<file path="config.mk">
export PLATFORM = sky130hd
export DESIGN_NAME = mmio_tx_port
export DESIGN_NICKNAME = d
export VERILOG_FILES = /design/src/rtl/mmio_tx_pkg.sv /design/src/rtl/mmio_tx_port_sync_fifo.sv /design/src/rtl/mmio_tx_port.sv
export SDC_FILE = /design/constraint.sdc
export NUM_CORES = 1
export LEC_CHECK = 0
export CAP_MARGIN = 20
export CORE_MARGIN = 2
export CORE_UTILIZATION = 32
export DETAILED_ROUTE_END_ITERATION = 16
export GPL_ROUTABILITY_DRIVEN = 1
export GPL_TIMING_DRIVEN = 0
export PLACE_DENSITY = 0.58
export SLEW_MARGIN = 20
export SYNTH_ARGS = -nofsm -noshare
export SYNTH_HDL_FRONTEND = slang
export SYNTH_SLANG_ARGS = --single-unit
export TNS_END_PERCENT = 30
</file>
<file path="constraint.sdc">
create_clock -name clk -period 6.5 [get_ports clk]
set_input_delay 0.65 -clock clk [delete_from_list [all_inputs] [get_ports clk]]
set_output_delay 0.65 -clock clk [all_outputs]
set_load 0.005 [all_outputs]
</file>
<file path="src/rtl/mmio_tx_pkg.sv">
// Shared types and constants for the memory-mapped serial transmit port.
// Holds the serializer state encoding, status bit positions and default addresses.
package mmio_tx_pkg;

    typedef enum logic [1:0] {
        IDLE,
        START,
        DATA,
        STOP
    } tx_state_t;

    localparam int ST_EMPTY     = 0;
    localparam int ST_FULL      = 1;
    localparam int ST_OVF       = 2;
    localparam int ST_BUSY      = 3;
    localparam int ST_COUNT_LSB = 8;

    localparam int DEF_CLKS_PER_BIT = 4;
    localparam int DEF_DEPTH        = 8;

    localparam logic [31:0] DEF_TX_DATA_ADDR = 32'hFFFF_0000;
    localparam logic [31:0] DEF_STATUS_ADDR  = 32'hFFFF_0004;

endpackage

</file>
<file path="src/rtl/mmio_tx_port_sync_fifo.sv">
// Synchronous FIFO with occupancy count, used as the transmit byte queue.
// A push while full only lands when a pop frees a slot on the same edge.
module sync_fifo #(
    parameter int WIDTH = 8,
    parameter int DEPTH = 8,
    localparam int AW = $clog2(DEPTH),
    localparam int CW = AW + 1
) (
    input  logic             clk,
    input  logic             reset,
    input  logic             push,
    input  logic [WIDTH-1:0] din,
    input  logic             pop,
    output logic [WIDTH-1:0] head,
    output logic             empty,
    output logic             full,
    output logic [CW-1:0]    count
);

    logic [WIDTH-1:0] mem_q [DEPTH];
    logic [AW-1:0]    wr_ptr_q, wr_ptr_d;
    logic [AW-1:0]    rd_ptr_q, rd_ptr_d;
    logic [CW-1:0]    count_q, count_d;
    logic             do_push;
    logic             do_pop;

    assign empty = (count_q == '0);
    assign full  = (count_q == CW'(DEPTH));
    assign count = count_q;
    assign head  = mem_q[rd_ptr_q];

    assign do_pop  = pop && !empty;
    assign do_push = push && (!full || do_pop);

    // Next pointer and occupancy values; pointers wrap naturally at DEPTH.
    always_comb begin
        wr_ptr_d = wr_ptr_q;
        rd_ptr_d = rd_ptr_q;
        count_d  = count_q;
        if (do_push) begin
            wr_ptr_d = wr_ptr_q + 1'b1;
        end
        if (do_pop) begin
            rd_ptr_d = rd_ptr_q + 1'b1;
        end
        unique case ({do_push, do_pop})
            2'b10:   count_d = count_q + 1'b1;
            2'b01:   count_d = count_q - 1'b1;
            default: count_d = count_q;
        endcase
    end

    // Pointer and count registers, cleared by reset.
    always_ff @(posedge clk) begin
        if (reset) begin
            wr_ptr_q <= '0;
            rd_ptr_q <= '0;
            count_q  <= '0;
        end else begin
            wr_ptr_q <= wr_ptr_d;
            rd_ptr_q <= rd_ptr_d;
            count_q  <= count_d;
        end
    end

    // Storage array; contents need no reset since count gates visibility.
    always_ff @(posedge clk) begin
        if (do_push) begin
            mem_q[wr_ptr_q] <= din;
        end
    end

endmodule

</file>
<file path="src/rtl/mmio_tx_port.sv">
// Memory-mapped 8N1 transmit port: stores queue bytes, a serializer drains them.
// Status loads report empty/full/overflow/busy and the queue occupancy.
module mmio_tx_port
    import mmio_tx_pkg::*;
#(
    parameter int          CLKS_PER_BIT = DEF_CLKS_PER_BIT,
    parameter int          DEPTH        = DEF_DEPTH,
    parameter logic [31:0] TX_DATA_ADDR = DEF_TX_DATA_ADDR,
    parameter logic [31:0] STATUS_ADDR  = DEF_STATUS_ADDR
) (
    input  logic        clk,
    input  logic        reset,
    input  logic        MemWrite,
    input  logic [31:0] DataAdr,
    input  logic [31:0] WriteData,
    output logic [31:0] ReadData,
    output logic        tx,
    output logic        irq
);

    localparam int CW = $clog2(DEPTH) + 1;
    localparam int TW = $clog2(CLKS_PER_BIT);

    tx_state_t     state_q, state_d;
    logic [TW-1:0] timer_q, timer_d;
    logic [2:0]    idx_q, idx_d;
    logic [7:0]    shift_q, shift_d;
    logic          tx_q, tx_d;
    logic          irq_q, irq_d;
    logic          ovf_q, ovf_d;

    logic          push_req;
    logic          stat_wr;
    logic          pop;
    logic          push_ok;
    logic          ovf_ev;
    logic          tmr_end;
    logic [7:0]    fifo_head;
    logic          fifo_empty;
    logic          fifo_full;
    logic [CW-1:0] fifo_count;
    logic [CW-1:0] count_nxt;
    logic [31:0]   status;
    logic          unused_wdata;

    assign push_req     = MemWrite && (DataAdr == TX_DATA_ADDR);
    assign stat_wr      = MemWrite && (DataAdr == STATUS_ADDR);
    assign push_ok      = push_req && (!fifo_full || pop);
    assign ovf_ev       = push_req && fifo_full && !pop;
    assign tmr_end      = (timer_q == TW'(CLKS_PER_BIT - 1));
    assign unused_wdata = ^WriteData[31:8];

    sync_fifo #(
        .WIDTH (8),
        .DEPTH (DEPTH)
    ) u_fifo (
        .clk   (clk),
        .reset (reset),
        .push  (push_req),
        .din   (WriteData[7:0]),
        .pop   (pop),
        .head  (fifo_head),
        .empty (fifo_empty),
        .full  (fifo_full),
        .count (fifo_count)
    );

    // Serializer next state; pops the queue head when starting a frame.
    always_comb begin
        state_d = state_q;
        timer_d = timer_q;
        idx_d   = idx_q;
        shift_d = shift_q;
        pop     = 1'b0;
        unique case (state_q)
            IDLE: begin
                if (!fifo_empty) begin
                    pop     = 1'b1;
                    shift_d = fifo_head;
                    timer_d = '0;
                    state_d = START;
                end
            end
            START: begin
                if (tmr_end) begin
                    timer_d = '0;
                    idx_d   = '0;
                    state_d = DATA;
                end else begin
                    timer_d = timer_q + 1'b1;
                end
            end
            DATA: begin
                if (tmr_end) begin
                    timer_d = '0;
                    if (idx_q == 3'd7) begin
                        state_d = STOP;
                    end else begin
                        idx_d   = idx_q + 3'd1;
                        shift_d = {1'b0, shift_q[7:1]};
                    end
                end else begin
                    timer_d = timer_q + 1'b1;
                end
            end
            STOP: begin
                if (tmr_end) begin
                    timer_d = '0;
                    if (!fifo_empty) begin
                        pop     = 1'b1;
                        shift_d = fifo_head;
                        state_d = START;
                    end else begin
                        state_d = IDLE;
                    end
                end else begin
                    timer_d = timer_q + 1'b1;
                end
            end
            default: state_d = IDLE;
        endcase
    end

    // Registered line level and interrupt, derived from the next state.
    always_comb begin
        count_nxt = fifo_count;
        unique case ({push_ok, pop})
            2'b10:   count_nxt = fifo_count + 1'b1;
            2'b01:   count_nxt = fifo_count - 1'b1;
            default: count_nxt = fifo_count;
        endcase
        unique case (state_d)
            START:   tx_d = 1'b0;
            DATA:    tx_d = shift_d[0];
            default: tx_d = 1'b1;
        endcase
        irq_d = (count_nxt == '0) && (state_d == IDLE);
    end

    // Sticky overflow; a drop on the same edge wins over a clear.
    always_comb begin
        ovf_d = ovf_q;
        if (stat_wr && WriteData[ST_OVF]) begin
            ovf_d = 1'b0;
        end
        if (ovf_ev) begin
            ovf_d = 1'b1;
        end
    end

    // Status word assembly and load decode.
    always_comb begin
        status                         = '0;
        status[ST_EMPTY]               = fifo_empty;
        status[ST_FULL]                = fifo_full;
        status[ST_OVF]                 = ovf_q;
        status[ST_BUSY]                = (state_q != IDLE);
        status[ST_COUNT_LSB +: CW]     = fifo_count;
        ReadData = (DataAdr == STATUS_ADDR) ? status : 32'h0;
    end

    // State registers; reset aborts any frame and idles the line high.
    always_ff @(posedge clk) begin
        if (reset) begin
            state_q <= IDLE;
            timer_q <= '0;
            idx_q   <= '0;
            shift_q <= '0;
            tx_q    <= 1'b1;
            irq_q   <= 1'b1;
            ovf_q   <= 1'b0;
        end else begin
            state_q <= state_d;
            timer_q <= timer_d;
            idx_q   <= idx_d;
            shift_q <= shift_d;
            tx_q    <= tx_d;
            irq_q   <= irq_d;
            ovf_q   <= ovf_d;
        end
    end

    assign tx  = tx_q;
    assign irq = irq_q;

endmodule
</file>
Word level (Yosys, flattened, before mapping)
Memories as Yosys holds them, arrays and structs flattened. A register that Yosys moved wholly into a read port is not among the register bits.
Cells that the tools add are included.
{"block": "totals", "register_bits": 28, "mem_bits_rw": 64, "wordCells": 95, "n_memories": 1}
{"name": "u_fifo.mem_q", "depth": 8, "word_bits": 8, "read_ports": 1, "rd_ports_with_merged_regs": 1, "write_ports": 1, "line": "mmio_tx_port_sync_fifo.sv:20", "source": "logic [WIDTH-1:0] mem_q [DEPTH];"}
{"block": "classes", "addsub": 6, "n_eq_ne": 19, "n_mux": 32, "n_reduce_logical": 26}
{"cell": "$eq 32x32->1 const B", "n": 2}
{"cell": "$mux 8", "n": 4}
{"cell": "$pmux 8 s3", "n": 1}
{"cell": "$pmux 4 s2", "n": 2}
{"cell": "$mux 3", "n": 5}
{"cell": "$mux 2", "n": 7}
{"cell": "$eq 2x2->1 const B", "n": 6}
{"cell": "$mux 12", "n": 1}
{"cell": "$ne 2x2->1 const B", "n": 5}
{"cell": "$add 3x1->3 const B", "n": 3}
{"cell": "$logic_and 1x1->1", "n": 9}
{"cell": "$eq 2x1->1 const B", "n": 4}
{"cell": "$logic_not 4->1", "n": 2}
{"cell": "$pmux 2 s4", "n": 1}
{"cell": "$reduce_and 4->1", "n": 2}
{"cell": "$reduce_bool 2->1", "n": 4}
{"cell": "$mux 1", "n": 7}
{"cell": "$pmux 3 s2", "n": 1}
{"cell": "$add 4x1->4 const B", "n": 1}
{"cell": "$eq 4x4->1 const B", "n": 1}
{"cell": "$logic_not 2->1", "n": 2}
{"cell": "$pmux 1 s2", "n": 2}
{"cell": "$pmux 2 s2", "n": 1}
{"cell": "$sub 4x1->4 const B", "n": 1}
{"cell": "6 further kinds", "n": 9}

Longest topological paths before layout
{"block": "logic_depth", "word_depth": 10, "mapped_depth": 12, "mapped_depth_nobuf": 11}

Cells and area by module
A second synthesis with hierarchy kept.
{"block": "hier_totals", "cells_unflattened": 363, "hier_area_um2": 4688.2}
{"mod": "sync_fifo", "area_per_inst_um2": 3203.1, "instances": 1, "cells_each": 176}
{"mod": "mmio_tx_port", "area_per_inst_um2": 1485.2, "instances": 1, "cells_each": 187}

Worst setup path after synthesis
OpenSTA, ideal clock, no wires.
{"block": "synth_timing", "path_type": "register -> register", "start": "register u_fifo.count_q[0], in the netlist u_fifo.count[0]", "end": "register u_fifo.count_q[3], in the netlist u_fifo.count[3]", "stages_incl_launch_ff": 10, "arrival_ps": 2572, "required_ps": 6372, "setup_slack_ps": 3800, "period_less_slack_ps": 2700, "cell_sequence": "dfxtp_1 inv_1 ha_1 nor3b_4 nor3_1 ha_1 or4b_2 a21oi_1 xnor2_1 nor2_1"}
{"block": "synth_between", "elab_chain_len": 9, "elab_cells_between_ends": 16}
{"item": "start, declared", "line": "mmio_tx_port_sync_fifo.sv:23", "source": "logic [CW-1:0] count_q, count_d;"}
{"item": "start signal, assigned", "line": "mmio_tx_port_sync_fifo.sv:62", "source": "count_q <= count_d;"}
{"item": "$logic_not 4->1 *", "line": "mmio_tx_port_sync_fifo.sv:27", "source": "assign empty = (count_q == '0);"}
{"item": "$mux 1", "line": "mmio_tx_port.sv:77, mmio_tx_port.sv:109"}
{"item": "$mux 1", "line": "mmio_tx_port.sv:107", "source": "if (tmr_end) begin"}
{"item": "$pmux 1 s2", "line": "mmio_tx_port.sv:75", "source": "unique case (state_q)"}
{"item": "$logic_and 1x1->1 *", "line": "mmio_tx_port_sync_fifo.sv:32", "source": "assign do_pop = pop && !empty;"}
{"item": "net u_fifo.do_pop", "line": "mmio_tx_port_sync_fifo.sv:25", "source": "logic do_pop;"}
{"item": "$logic_or 1x1->1", "line": "mmio_tx_port_sync_fifo.sv:33", "source": "assign do_push = push && (!full || do_pop);"}
{"item": "$logic_and 1x1->1", "line": "mmio_tx_port_sync_fifo.sv:33"}
{"item": "$eq 2x1->1 or $eq 2x2->1 (tied branches)", "line": "mmio_tx_port_sync_fifo.sv:46", "source": "unique case ({do_push, do_pop})"}
{"item": "$pmux 4 s2 or $reduce_bool 2->1 (tied branches)"}
Mark *: on every way through the listed nets, which the timed path passes. The rest lies on a longest branch.
A chain may end at the register's enable or synchronous reset.

Worst setup path after layout
{"block": "layout_timing", "start": "input port DataAdr[18]", "end": "output port ReadData[3]"}
{"block": "layout_between", "elab_chain_len": 2}
{"item": "start, declared", "line": "mmio_tx_port.sv:14", "source": "input logic [31:0] DataAdr,"}
{"item": "$eq 32x32->1", "line": "mmio_tx_port.sv:159", "source": "ReadData = (DataAdr == STATUS_ADDR) ? status : 32'h0;"}
{"item": "$mux 12", "line": "mmio_tx_port.sv:159"}
{"item": "end, declared", "line": "mmio_tx_port.sv:16", "source": "output logic [31:0] ReadData,"}
Every way passes these cells.

==> impl_metrics.yaml <==
layout:
  antenna_cells: 0
  fillerInstances: 1324
  area_delta_synth_final_pct: 25.4
  drive_gt1_frac: 0.188
  multiInputGateArea_sq_um: 1720
  seqCellArea_sq_um: 2540
  fin_nets: 510
  stdcell_count: 612
synthesis:
  avgSynthCellArea_sq_um: 13.2
  synth.top_cell.area_share: 0.430
  synth.ff_latch_count: 95
  synth_edf_count: 64
  netlist_top_cells_area: "edfxtp_1 43%, dfxtp_1 14%, mux4_2 8.1%, ha_1 4.5%, buf_4 4.2%"
  ys_seq_area_frac: 0.568
  synthFlopType: "edfxtp_1"
  synth_top_cell_by_area: "edfxtp_1"
  synth_cell_types: 60
  ys_warn_count: 0
  postSynth.asyncResetShare: 0
  netlist_area_sq_um: 4470
  synth_cells: 339
sta:
  period_needed_ps: 3310
  rsz0062_at_grt: "false"
  period_share: 0.509
  tns_ps: 0
  fin_skew_ps: 8.04
  tightest_slew_ps: 957
  slew_viol_final: 0
  fmax_ghz: 0.302
  hold_viol: 0
  setup_viol: 0
  slew_headroom: 0.360
critical_path:
  worstPathCellList: "clkdlybuf4s50_1, nand4_1, nor4_2, and2_1, nand2_1, nor2_1, clkdlybuf4s50_1"
  end_kind: "primary output"
  r2r_start: "u_fifo.count[0]"
  criticalPathCategory: "in2out"
  cp.arrival_ps: 2660
  slowest_stage: "clkdlybuf4s50_1"
  startpoint: "DataAdr[18]"
  critical_path_required_ps: 5850
  worst-path-buf-inv: 2
  cp_slowest_stage_delay_ps: 510
  crit_top_cell: "clkdlybuf4s50_1"
  path_max_fanout: 6
  start_kind: "primary input"
  crit_family: "simple AND/OR/NAND/NOR gates"
floorplanning:
  rows: 43
  fp.dieW_um: 122
  fp.coreArea_sq_um: 13800
  die_area_sq_um: 14900
  start_util: 0.325
  io_pins: 101
  die_h_um: 122
routing:
  wl_per_cell_um: 14.5
  postRouteAntennaNets: 0
  wirelength_um: 8860
  num_vias: 2854
  drt-initial-drc-count: 117
  drc: 0
  vias_per_cell: 4.66
  first_pass_iters: 4
grt:
  antenna_found_initial: 0
  grt_pass1_vias: 2777
  grt_use_total: 0.124
  grt_overflow: 0
  grt_first_pass_wirelength_um: 13900
  grt_max_degree: 18
run:
  cap_violations: 0
clocking:
  cts_tree: "done"
  post_cts_buffers: 0
  htreeDepth: 3
  cts_sinks: 95
  path_clk_slew_ps: 70
  cts_resized: 0
  clk_latency_ps: 350
  cts_hold_buf: 0
  clockBufferDepth: 2
  cts-root-buf: "clkbuf_16"
  cts_buffers: 9
placement:
  dp.cells: 596
  dpl.hpwl_um: 6490
  place_congestion: 0.782
  io_buffer_count: 52
power_and_ir_drop:
  ir_worst_vdd_v: 0.000149
  power_mw: 1.67
  cellLeakagePower_nw: 1.97
  p_per_area_nw_per_um2: 298
run_status:
  status: "finished clean"
min_path:
  hold_start: "timer_q[1]"
  worst_hold_path_type: "reg2reg"
-- metal layers --
metal / wire, um / part of all wire / track usage
met3: 408 / 0.046 / 0.0228
met4: 131 / 0.015 / 0.0524
met2: 4480 / 0.51 / 0.216
met1: 3830 / 0.43 / 0.150
met5: 0 / 0 / 0
-- final cells by class --
| cell class | count | area share |
|---|---|---|
| Buffer | 37 | 0.0470 |
| Timing Repair Buffer | 54 | 0.0954 |
| Tap cell | 180 | 0.0401 |
| Clock inverter | 6 | 0.00914 |
| Inverter | 12 | 0.00803 |
| Clock buffer | 10 | 0.0408 |
| Sequential cell | 95 | 0.453 |
| Multi-Input combinational cell | 218 | 0.306 |
-- registers in the layout (all words and copies together) (netlist names), named ones only --
register and cells:
tx 1, idx_q 3, timer_q 2, state_q 2
u_fifo.rd_ptr_q 3, u_fifo.count 4, shift_q 8, ovf_q 1
irq 1, u_fifo.mem_q 64, u_fifo.wr_ptr_q 3
-- power by group --
| group | internal (mW) | switching (mW) |
|---|---|---|
| clock | 0.265 | 0.234 |
| combinational | 0.225 | 0.232 |
| sequential | 0.686 | 0.0272 |
-- cell usage in the layout, fill, tap and decap left out, drive strengths merged, types with 2 or more instances in the layout --
cell type and n:
buf 35, a221o 6, mux2 3, clkdlybuf4s50 52
a22o 2, ha 16, a22oi 3, nor3b 2
nand3 2, nand2b 3, nand2 14, a31oi 2
xnor2 3, clkinvlp 3, and4 2, nor4 6
nor3 9, conb 24, clkbuf 14, inv 15
nand3b 4, a211oi 2, mux4 16, o21ai 8
or3 2, mux2i 11, a21oi 10, edfxtp 64
a32oi 2, dfxtp 31, nand4 3, nor2b 2
and2 3, nor2 36, xor2 4
-- metrics by stage --
step | setup slack [ps] | area, sq um | util | hold WS, ps
6_report | 3190 | 5610 | 0.407 | 478
5_1_grt | 3060 | 5610 | 0.407 | 498
4_1_cts | 3150 | 5610 | 0.407 | 484
3_5_place_dp | 3050 | 5330 | 0.387 | 471
3_3_place_gp | 2680 | 5310 | 0.385 | 458
2_1_floorplan | 3800 | 4560 | - | 447
-- cell families after synthesis --
family / share of synthesized area
compound gates: 0.0752
xor+xnor: 0.0137
fa+ha+maj: 0.0447
buf+inv: 0.0691
flops: 0.568
mux: 0.113
other cells: 0.000838
simple gates: 0.115
-- worst register-to-register path, stage by stage, from the launching register on --
cell and delay [ps]:
dfxtp_1 450, inv_1 130, ha_1 240, nor3b_4 190, nor3_1 570, ha_1 360
or4b_2 600, a21oi_1 190, xnor2_1 140, nor2_1 50
-- synth_stat cells, types with 2 or more instances --
| cell | number |
|---|---|
| edfxtp_1 | 64 |
| nor2_1 | 36 |
| dfxtp_1 | 31 |
| buf_4 | 25 |
| ha_1 | 16 |
| mux4_2 | 16 |
| nand2_1 | 13 |
| inv_1 | 11 |
| mux2i_1 | 11 |
| a21oi_1 | 9 |
| nor3_1 | 9 |
| o21ai_0 | 7 |
| a221o_1 | 6 |
| buf_6 | 4 |
| clkbuf_1 | 4 |
| nand3b_1 | 4 |
| nor4_1 | 4 |
| xor2_1 | 4 |
| a22oi_1 | 3 |
| and2_1 | 3 |
| buf_1 | 3 |
| mux2_2 | 3 |
| nand2b_1 | 3 |
| nand4_1 | 3 |
| xnor2_1 | 3 |
| a211oi_1 | 2 |
| a22o_1 | 2 |
| a31oi_1 | 2 |
| a32oi_1 | 2 |
| and4_1 | 2 |
| nand3_1 | 2 |
| nor2b_1 | 2 |
| nor4_2 | 2 |
| or3_1 | 2 |
-- final timing paths --
path | slack, ps | cells after the start | to
max | 3190 | 7 | ReadData[3]
min | 480 | 2 | timer_q[1]
max reg2reg | 3470 | 9 | u_fifo.count[3]
min reg2reg | 480 | 2 | timer_q[1]
Power figures use the tool's default switching activity.
